`config.mk`:
```
export PLATFORM = sky130hd
export DESIGN_NAME = pc_sequencer
export DESIGN_NICKNAME = d
export VERILOG_FILES = /design/src/rtl/pc_seq_pkg.sv /design/src/rtl/pc_ret_stack.sv /design/src/rtl/pc_sequencer.sv
export SDC_FILE = /design/constraint.sdc
export NUM_CORES = 1
export LEC_CHECK = 0
export BUFFER_PORTS_ARGS = -buffer_cell sky130_fd_sc_hd__buf_4
export CORE_ASPECT_RATIO = 0.75
export CORE_UTILIZATION = 49
export DETAILED_ROUTE_END_ITERATION = 8
export PLACE_DENSITY = 0.9
export SYNTH_ARGS = -nofsm -noshare
export SYNTH_HDL_FRONTEND = slang
export SYNTH_SLANG_ARGS = --single-unit
```
`constraint.sdc`:
```
create_clock -name Clk -period 2.1 [get_ports Clk]
set_input_delay 0.42 -clock Clk [delete_from_list [all_inputs] [get_ports Clk]]
set_output_delay 0.42 -clock Clk [all_outputs]
set_load 0.005 [all_outputs]
```
`src/rtl/pc_seq_pkg.sv`:
```
// Shared definitions for the PC sequencer: opcode map, FSM state encoding, default PC width.
// Call/return support in the sequencer is enabled by defining PC_SEQ_CALL_EN.
package pc_seq_pkg;

    localparam int PC_W_DEF = 8;

    localparam logic [3:0] OP_NOP   = 4'h0;
    localparam logic [3:0] OP_ALU   = 4'h1;
    localparam logic [3:0] OP_LOAD  = 4'h2;
    localparam logic [3:0] OP_STORE = 4'h3;
    localparam logic [3:0] OP_JMP   = 4'h4;
    localparam logic [3:0] OP_BZ    = 4'h5;
    localparam logic [3:0] OP_BNZ   = 4'h6;
    localparam logic [3:0] OP_CALL  = 4'h7;
    localparam logic [3:0] OP_RET   = 4'h8;
    localparam logic [3:0] OP_HALT  = 4'hF;

    typedef enum logic [2:0] {
        S_FETCH,
        S_DECODE,
        S_EXEC,
        S_MEM,
        S_HALT
    } state_t;

endpackage

```
`src/rtl/pc_ret_stack.sv`:
```
// Return-address LIFO for CALL/RET; built only when PC_SEQ_CALL_EN is defined.
// Push when full and pop when empty are ignored; the sequencer faults on those cases.
`ifdef PC_SEQ_CALL_EN
module pc_ret_stack #(
    parameter int PC_W  = 8,
    parameter int DEPTH = 4
) (
    input  logic            clk_i,
    input  logic            rst_i,
    input  logic            push_i,
    input  logic            pop_i,
    input  logic [PC_W-1:0] data_i,
    output logic [PC_W-1:0] top_o,
    output logic            full_o,
    output logic            empty_o
);

    localparam int SP_W  = $clog2(DEPTH + 1);
    localparam int IDX_W = (DEPTH > 1) ? $clog2(DEPTH) : 1;

    logic [SP_W-1:0] sp_q;
    logic [PC_W-1:0] mem_q [DEPTH];

    assign full_o  = (sp_q == SP_W'(DEPTH));
    assign empty_o = (sp_q == '0);
    // Index wraps when empty; callers only look at top_o when not empty.
    assign top_o   = mem_q[IDX_W'(sp_q - SP_W'(1))];

    always_ff @(posedge clk_i or posedge rst_i) begin
        if (rst_i) begin
            sp_q <= '0;
        end else if (push_i && !full_o) begin
            sp_q <= sp_q + SP_W'(1);
        end else if (pop_i && !empty_o) begin
            sp_q <= sp_q - SP_W'(1);
        end
    end

    always_ff @(posedge clk_i) begin
        if (push_i && !full_o) begin
            mem_q[IDX_W'(sp_q)] <= data_i;
        end
    end

endmodule
`endif

```
`src/rtl/pc_sequencer.sv`:
```
// Multi-cycle fetch/decode/execute/memory control FSM; sole driver of the PC load (Cen/PCIn).
// Define PC_SEQ_CALL_EN to build the return stack and enable CALL/RET; otherwise they fault.
import pc_seq_pkg::*;

module pc_sequencer #(
    parameter int PC_W        = PC_W_DEF,
    parameter int STACK_DEPTH = 4
) (
    input  logic            Clk,
    input  logic            Rst,
    input  logic [PC_W-1:0] PCOut,
    input  logic [3:0]      Opcode,
    input  logic [PC_W-1:0] Target,
    input  logic            Zero,
    input  logic            MemReady,
    output logic [PC_W-1:0] PCIn,
    output logic            Cen,
    output logic            IRLoad,
    output logic            MemRd,
    output logic            MemWe,
    output logic            RegWe,
    output logic            Halted,
    output logic            Fault
);

    state_t          state_q;
    logic [PC_W-1:0] pcin_q;
    logic            cen_q, regwe_q, memrd_q, memwe_q, load_q;
    logic            mem_go_q, halt_go_q, fault_go_q;
    logic            halted_q, fault_q;
    logic [PC_W-1:0] pc_inc;
    logic            mem_done;

    assign pc_inc = PCOut + PC_W'(1);

`ifdef PC_SEQ_CALL_EN
    logic            stk_push, stk_pop, stk_full, stk_empty;
    logic [PC_W-1:0] stk_top;

    // Stack moves on the DECODE->EXEC edge, together with the registered EXEC outputs.
    assign stk_push = (state_q == S_DECODE) && (Opcode == OP_CALL) && !stk_full;
    assign stk_pop  = (state_q == S_DECODE) && (Opcode == OP_RET) && !stk_empty;

    pc_ret_stack #(
        .PC_W  (PC_W),
        .DEPTH (STACK_DEPTH)
    ) u_stack (
        .clk_i   (Clk),
        .rst_i   (Rst),
        .push_i  (stk_push),
        .pop_i   (stk_pop),
        .data_i  (pc_inc),
        .top_o   (stk_top),
        .full_o  (stk_full),
        .empty_o (stk_empty)
    );
`else
    logic unused_depth;
    assign unused_depth = |STACK_DEPTH;
`endif

    always_ff @(posedge Clk or posedge Rst) begin
        if (Rst) begin
            state_q    <= S_FETCH;
            pcin_q     <= '0;
            cen_q      <= 1'b0;
            regwe_q    <= 1'b0;
            memrd_q    <= 1'b0;
            memwe_q    <= 1'b0;
            load_q     <= 1'b0;
            mem_go_q   <= 1'b0;
            halt_go_q  <= 1'b0;
            fault_go_q <= 1'b0;
            halted_q   <= 1'b0;
            fault_q    <= 1'b0;
        end else begin
            cen_q   <= 1'b0;
            regwe_q <= 1'b0;
            case (state_q)
                S_FETCH: begin
                    // First FETCH after reset spends one cycle raising MemRd.
                    if (!memrd_q) begin
                        memrd_q <= 1'b1;
                    end else if (MemReady) begin
                        memrd_q <= 1'b0;
                        state_q <= S_DECODE;
                    end
                end
                S_DECODE: begin
                    state_q <= S_EXEC;
                    case (Opcode)
                        OP_NOP: begin
                            cen_q  <= 1'b1;
                            pcin_q <= pc_inc;
                        end
                        OP_ALU: begin
                            cen_q   <= 1'b1;
                            regwe_q <= 1'b1;
                            pcin_q  <= pc_inc;
                        end
                        OP_LOAD: begin
                            mem_go_q <= 1'b1;
                            load_q   <= 1'b1;
                        end
                        OP_STORE: begin
                            mem_go_q <= 1'b1;
                            load_q   <= 1'b0;
                        end
                        OP_JMP: begin
                            cen_q  <= 1'b1;
                            pcin_q <= Target;
                        end
                        OP_BZ: begin
                            cen_q  <= 1'b1;
                            pcin_q <= Zero ? Target : pc_inc;
                        end
                        OP_BNZ: begin
                            cen_q  <= 1'b1;
                            pcin_q <= Zero ? pc_inc : Target;
                        end
`ifdef PC_SEQ_CALL_EN
                        OP_CALL: begin
                            if (!stk_full) begin
                                cen_q  <= 1'b1;
                                pcin_q <= Target;
                            end else begin
                                halt_go_q  <= 1'b1;
                                fault_go_q <= 1'b1;
                            end
                        end
                        OP_RET: begin
                            if (!stk_empty) begin
                                cen_q  <= 1'b1;
                                pcin_q <= stk_top;
                            end else begin
                                halt_go_q  <= 1'b1;
                                fault_go_q <= 1'b1;
                            end
                        end
`endif
                        OP_HALT: halt_go_q <= 1'b1;
                        default: begin
                            halt_go_q  <= 1'b1;
                            fault_go_q <= 1'b1;
                        end
                    endcase
                end
                S_EXEC: begin
                    mem_go_q   <= 1'b0;
                    halt_go_q  <= 1'b0;
                    fault_go_q <= 1'b0;
                    if (mem_go_q) begin
                        state_q <= S_MEM;
                        memrd_q <= load_q;
                        memwe_q <= ~load_q;
                        pcin_q  <= pc_inc;
                    end else if (halt_go_q) begin
                        state_q  <= S_HALT;
                        halted_q <= 1'b1;
                        fault_q  <= fault_q | fault_go_q;
                    end else begin
                        state_q <= S_FETCH;
                        memrd_q <= 1'b1;
                    end
                end
                S_MEM: begin
                    if (MemReady) begin
                        state_q <= S_FETCH;
                        memrd_q <= 1'b1;
                        memwe_q <= 1'b0;
                    end
                end
                S_HALT: begin
                end
                default: state_q <= S_FETCH;
            endcase
        end
    end

    // Handshake completions qualify the registered state with MemReady so they land
    // in the ready cycle itself; an async reset of state_q kills them immediately.
    assign mem_done = (state_q == S_MEM) && MemReady;
    assign IRLoad   = (state_q == S_FETCH) && memrd_q && MemReady;
    assign Cen      = cen_q | mem_done;
    assign RegWe    = regwe_q | (mem_done & load_q);
    assign PCIn     = pcin_q;
    assign MemRd    = memrd_q;
    assign MemWe    = memwe_q;
    assign Halted   = halted_q;
    assign Fault    = fault_q;

endmodule

```
Word-level counts from Yosys, hierarchy flattened
Cells that the tools add are included.
{"block": "totals", "regBits": 21, "latch_bits": 0, "mem_bits_rw": 0, "romBits": 0, "input_bits": 24, "output_inout_bits": 15, "word_cells": 94, "n_memories": 0}
{"block": "op_classes", "add_sub_neg": 1, "mul": 0, "n_div": 0, "order_cmp": 0, "n_eq_ne": 20, "shift": 0, "muxes": 31, "bitwise": 7, "reduce_logical": 23}
{"cell": "$pmux 8 s4", "n": 1}
{"cell": "$mux 8", "n": 3}
{"cell": "$pmux 8 s2", "n": 1}
{"cell": "$mux 3", "n": 5}
{"cell": "$pmux 3 s5", "n": 1}
{"cell": "$mux 1", "n": 14}
{"cell": "$ne 2x2->1 const B", "n": 7}
{"cell": "$eq 4x3->1 const B", "n": 3}
{"cell": "$reduce_and 3->1", "n": 4}
{"cell": "$pmux 1 s2", "n": 5}
{"cell": "$add 8x1->8 const B", "n": 1}
{"cell": "$eq 4x2->1 const B", "n": 2}
{"cell": "$reduce_and 2->1", "n": 4}
{"cell": "$reduce_or 8->1", "n": 1}
{"cell": "$reduce_or 7->1", "n": 1}
{"cell": "$eq 3x2->1 const B", "n": 2}
{"cell": "$reduce_bool 2->1", "n": 3}
{"cell": "$ne 5x5->1 const B", "n": 1}
{"cell": "$reduce_or 5->1", "n": 1}
{"cell": "$eq 4x1->1 const B", "n": 1}
{"cell": "$eq 4x4->1 const B", "n": 1}
{"cell": "$logic_not 4->1", "n": 1}
{"cell": "$reduce_and 4->1", "n": 1}
{"cell": "$reduce_or 2->1", "n": 2}
{"cell": "10 further kinds", "n": 16}

Depth between registers and ports, before layout
{"block": "depth", "word_depth": 4, "depth_mapped": 7, "mapped_depth_nobuf": 5}

Worst setup path before layout
No wires, ideal clock.
{"block": "synth_timing", "path_kind": "input-to-reg", "startpoint": "input port Zero", "endpoint": "register pcin_q[1], in the netlist PCIn[1]", "setup_ns": 0.125, "arrival_ns": 1.851, "required_ns": 1.975, "setup_slack_ns": 0.125, "path_stages": 5, "path_buffers": 1, "cell_sequence": "mux2_2 or4b_1 buf_2 mux2_4 mux2_2"}
{"block": "synth_via", "elab_chain_cells": 3, "elab_cells_between_ends": 4, "cone_classes": "4 x mux"}
{"item": "start: declaration", "line_no": "pc_sequencer.sv:14", "rtl": "input logic Zero,"}
{"item": "$mux 8, on equally long branches", "line_no": "pc_sequencer.sv:119, pc_sequencer.sv:115"}
{"item": "$pmux 8 s4 (*)", "line_no": "pc_sequencer.sv:91", "rtl": "case (Opcode)"}
{"item": "$pmux 8 s2 (*)", "line_no": "pc_sequencer.sv:79", "rtl": "case (state_q)"}
{"item": "end signal: assignment", "line_no": "pc_sequencer.sv:94", "rtl": "pcin_q <= pc_inc;"}
{"item": "end signal: assignment", "line_no": "pc_sequencer.sv:99", "rtl": "pcin_q <= pc_inc;"}
{"item": "end signal: assignment", "line_no": "pc_sequencer.sv:119", "rtl": "pcin_q <= Zero ? pc_inc : Target;"}
{"item": "end: declaration", "line_no": "pc_sequencer.sv:27", "rtl": "logic [PC_W-1:0] pcin_q;"}
Every way passes the cells marked *; elsewhere a longest branch is shown, timed or not.
A chain may end at the register's enable or synchronous reset.

Worst setup path in the final report
{"block": "layout_timing", "startpoint": "register state_q[2]", "endpoint": "output port IRLoad"}
{"block": "layout_via", "elab_chain_cells": 3}
{"item": "start: declaration", "line_no": "pc_sequencer.sv:26", "rtl": "state_t state_q;"}
{"item": "start signal: assignment", "line_no": "pc_sequencer.sv:64", "rtl": "state_q <= S_FETCH;"}
{"item": "start signal: assignment", "line_no": "pc_sequencer.sv:86", "rtl": "state_q <= S_DECODE;"}
{"item": "start signal: assignment", "line_no": "pc_sequencer.sv:90", "rtl": "state_q <= S_EXEC;"}
{"item": "$logic_not 3->1", "line_no": "pc_sequencer.sv:183", "rtl": "assign IRLoad = (state_q == S_FETCH) && memrd_q && MemReady;"}
{"item": "$logic_and 1x1->1 (2 in series)", "line_no": "pc_sequencer.sv:183"}
{"item": "end: declaration", "line_no": "pc_sequencer.sv:18", "rtl": "output logic IRLoad,"}
No other way between the ends.

==> PnR_summary.wiki <==
{| class="wikitable"
! Metric !! Value
|-
| Class of the most critical hold timing path || in2async
|-
| Core area || 2310 sq um
|-
| Final worst path period need || 1.88 ns
|-
| Final total power || 1.70 mW
|-
| Area of the multi-input gates || 619 sq um
|-
| CTS hold repair buffers || 0
|-
| Post-synthesis area per instance || 9.85 sq um
|-
| Setup tns final || 0 ns
|-
| Worst r2r path cells || 5
|-
| Largest fanout on the critical path || 9
|-
| Power per unit of standard cell area || 1080 nW/um^2
|-
| Starting density of the core || 0.520
|-
| CTS tree || done
|-
| Total wirelength of the detailed-routed design || 2950 um
|-
| Worst IR Drop VDD || 594 uV
|-
| Sequential cell area fraction in the yosys report || 0.438
|-
| Ant. Diodes || 0
|-
| Wire length of the first global-routing pass || 4860 um
|-
| Number of filler instances in the final layout || 173
|-
| Leakage power || 0.773 nW
|-
| Vertical die dimension || 44.9 um
|-
| Num CTS Buffers || 3
|-
| Average routed wire per standard cell || 14.7 um
|-
| Clock transition at the registers of the reported paths || 0.13 ns
|-
| Number of setup buffers added after CTS || 0
|-
| Area of the mapped netlist || 1200 sq um
|-
| Nature of the critical path endpoint || output pin
|-
| Half-perimeter wire length of the detailed placement result || 2290 um
|-
| Outcome || completed
|-
| Synthesized instance count || 122
|-
| Root buffer cell || sky130_fd_sc_hd__clkbuf_4
|-
| Final hold violation count || 0
|-
| Via count || 1136
|-
| Die Wd || 59.2 um
|-
| Clk Latency, worst-skew pair || 0.31 ns
|-
| Routed Antenna Nets || 0
|-
| Number of global-route vias before repair || 1060
|-
| Core Rows || 15
|-
| Startpoint class of the critical path || flip-flop
|-
| Maximum number of pins on one net before global-route repair || 22
|-
| Reg-to-reg endpoint || PCIn[1]
|-
| Relative slew margins || 0.471
|-
| Initial antenna violation count || 0
|-
| R2R setup slack || 0.24 ns
|-
| Max clock buf depth || 2
|-
| Number of different library cells in the post-synthesis netlist || 40
|-
| DRC errors left || 0
|-
| Total congestion overflow after global routing || 0
|-
| Length of the first detailed-routing pass in iterations || 4
|-
| Number of H-tree levels || 1
|-
| Setup repair after global routing missed its margin || no
|-
| Detailed router's first-iteration violation count || 59
|-
| Final setup skew || 0.0152 ns
|-
| Slew Viols, Final || 0
|-
| Overall Global Routing Usage || 0.250
|-
| Top-level port count || 39
|-
| Final setup vio count || 0
|-
| Yosys reg bits || 21
|-
| Class of the most critical setup path || reg2out
|-
| Share of synthesized flip-flops with an asynchronous set or reset || 1.00
|-
| Max Clock Freq || 531 MHz
|-
| Global placement routability congestion || 0.894
|-
| Data required time at the worst endpoint || 1.68 ns
|-
| Layout overhead on the synthesized area || 31.5%
|-
| Data arrival time of the critical path || 1.46 ns
|-
| Area occupied by registers || 526 sq um
|-
| Num Clock Sinks || 21
|-
| Number of synthesized flops with an enable pin || 0
|-
| # resized after CTS || 0
|-
| Ratio of final minimum period to clock period || 0.896
|-
| Measured slew at the worst slew-check pin || 0.792 ns
|-
| Total Nets Final || 193
|-
| Layout cell share with drive strength beyond 1 || 0.377
|-
| Worst reg2reg path startpoint || state_q[2]
|-
| Max-cap violation count || 0
|-
| Warnings from Yosys || 0
|-
| Most frequently used flop master after synthesis || sky130_fd_sc_hd__dfrtp_1
|-
| Vias per cell || 5.65
|-
| Post-synth net total || 147
|-
| Port bufs || 38
|-
| Die Outline Area || 2660 sq um
|}
-- cells in the final DEF, fill, tap and decap left out, drive strengths merged, types with 3 or more instances in the layout --
master / n
dfrtp: 21
or3: 3
nand2: 8
a22o: 4
buf: 46
a21oi: 12
nand3: 7
o21ai: 5
nand2b: 3
o22a: 4
mux2: 5
nor2b: 4
clkbuf: 3
inv: 5
nor2: 8
-- report_power, final --
part           total [mW]  internal, mW  switching, mW  leakage, nW
logic               0.820         0.455          0.365        0.494
registers           0.681         0.569          0.112        0.261
clock network       0.199        0.0712          0.128       0.0177
-- metrics by stage --
step	cells	setup WS, ns	cell area [sq um]	hold WS [ns]	utilization
3_5_place_dp	197	0.0247	1550	0.449	0.672
4_1_cts	201	0.241	1580	0.274	0.684
2_1_floorplan	122	0.125	1200	0.397	-
6_report	201	0.218	1580	0.242	0.684
3_3_place_gp	197	0.0546	1550	0.445	0.672
5_1_grt	201	0.140	1580	0.299	0.684
-- registers in the layout, summed over array words and instances, names as in the netlist --
name	cells
load_q	1
MemWe	1
regwe_q	1
state_q	3
MemRd	1
Halted	1
Fault	1
fault_go_q	1
mem_go_q	1
halt_go_q	1
cen_q	1
PCIn	8
-- synthesized netlist by cell type (3+ instances only) --
master                      n  area, sq um
sky130_fd_sc_hd__a21oi_1   11         55.1
sky130_fd_sc_hd__o21ai_0    5         25.0
sky130_fd_sc_hd__nand2_1    8         30.0
sky130_fd_sc_hd__or3_1      3         18.8
sky130_fd_sc_hd__nor2_1     7         26.3
sky130_fd_sc_hd__mux2_2     4         45.0
sky130_fd_sc_hd__nand3_1    7         35.0
sky130_fd_sc_hd__dfrtp_1   21          526
sky130_fd_sc_hd__nand2b_1   3         18.8
sky130_fd_sc_hd__nor2b_1    4         25.0
sky130_fd_sc_hd__a22o_1     4         35.0
sky130_fd_sc_hd__inv_1      5         18.8
sky130_fd_sc_hd__o22a_2     3         30.0
-- kinds of logic after synthesis --
| family | count (synthesis) | synth area share |
|---|---|---|
| AOI/OAI and AO/OA | 35 | 0.202 |
| xor gates and xnor gates | 4 | 0.0292 |
| adders and majority gates | 1 | 0.0104 |
| buffers and inverters | 10 | 0.0469 |
| DFF | 21 | 0.437 |
| muxes | 7 | 0.0667 |
| and+or+nand+nor | 44 | 0.207 |
-- per-layer routing --
metal / global-route usage / up-vias / share of wire
met5: 0 / - / 0
met3: 0.0430 / 6 / 0.066
met2: 0.414 / 45 / 0.50
met4: 0.0810 / 0 / 0.011
met1: 0.340 / 548 / 0.43
li1: - / 537 / -
-- layout make-up --
type / instances / area share
Multi-Input combinational cell: 91 / 0.392
Sequential cell: 21 / 0.333
Timing Repair Buffer: 46 / 0.219
Tap cell: 34 / 0.0269
Clock buffer: 3 / 0.0143
Inverter: 5 / 0.0119
Clock inverter: 1 / 0.00317
-- worst max path at each step --
stage          endpoint        from  cells after the start
6_report         IRLoad  state_q[2]                      4
3_5_place_dp    PCIn[4]        Zero                      6
5_1_grt          IRLoad  state_q[2]                      4
3_3_place_gp    PCIn[4]        Zero                      6
4_1_cts          IRLoad  state_q[2]                      4
2_1_floorplan   PCIn[1]        Zero                      5
-- critical path, stage by stage, from the launching register on --
cell,delay [ns]
sky130_fd_sc_hd__dfrtp_1,0.42
sky130_fd_sc_hd__buf_4,0.17
sky130_fd_sc_hd__nor2_1,0.23
sky130_fd_sc_hd__and4b_1,0.22
sky130_fd_sc_hd__buf_4,0.11
Power figures use the tool's default switching activity.
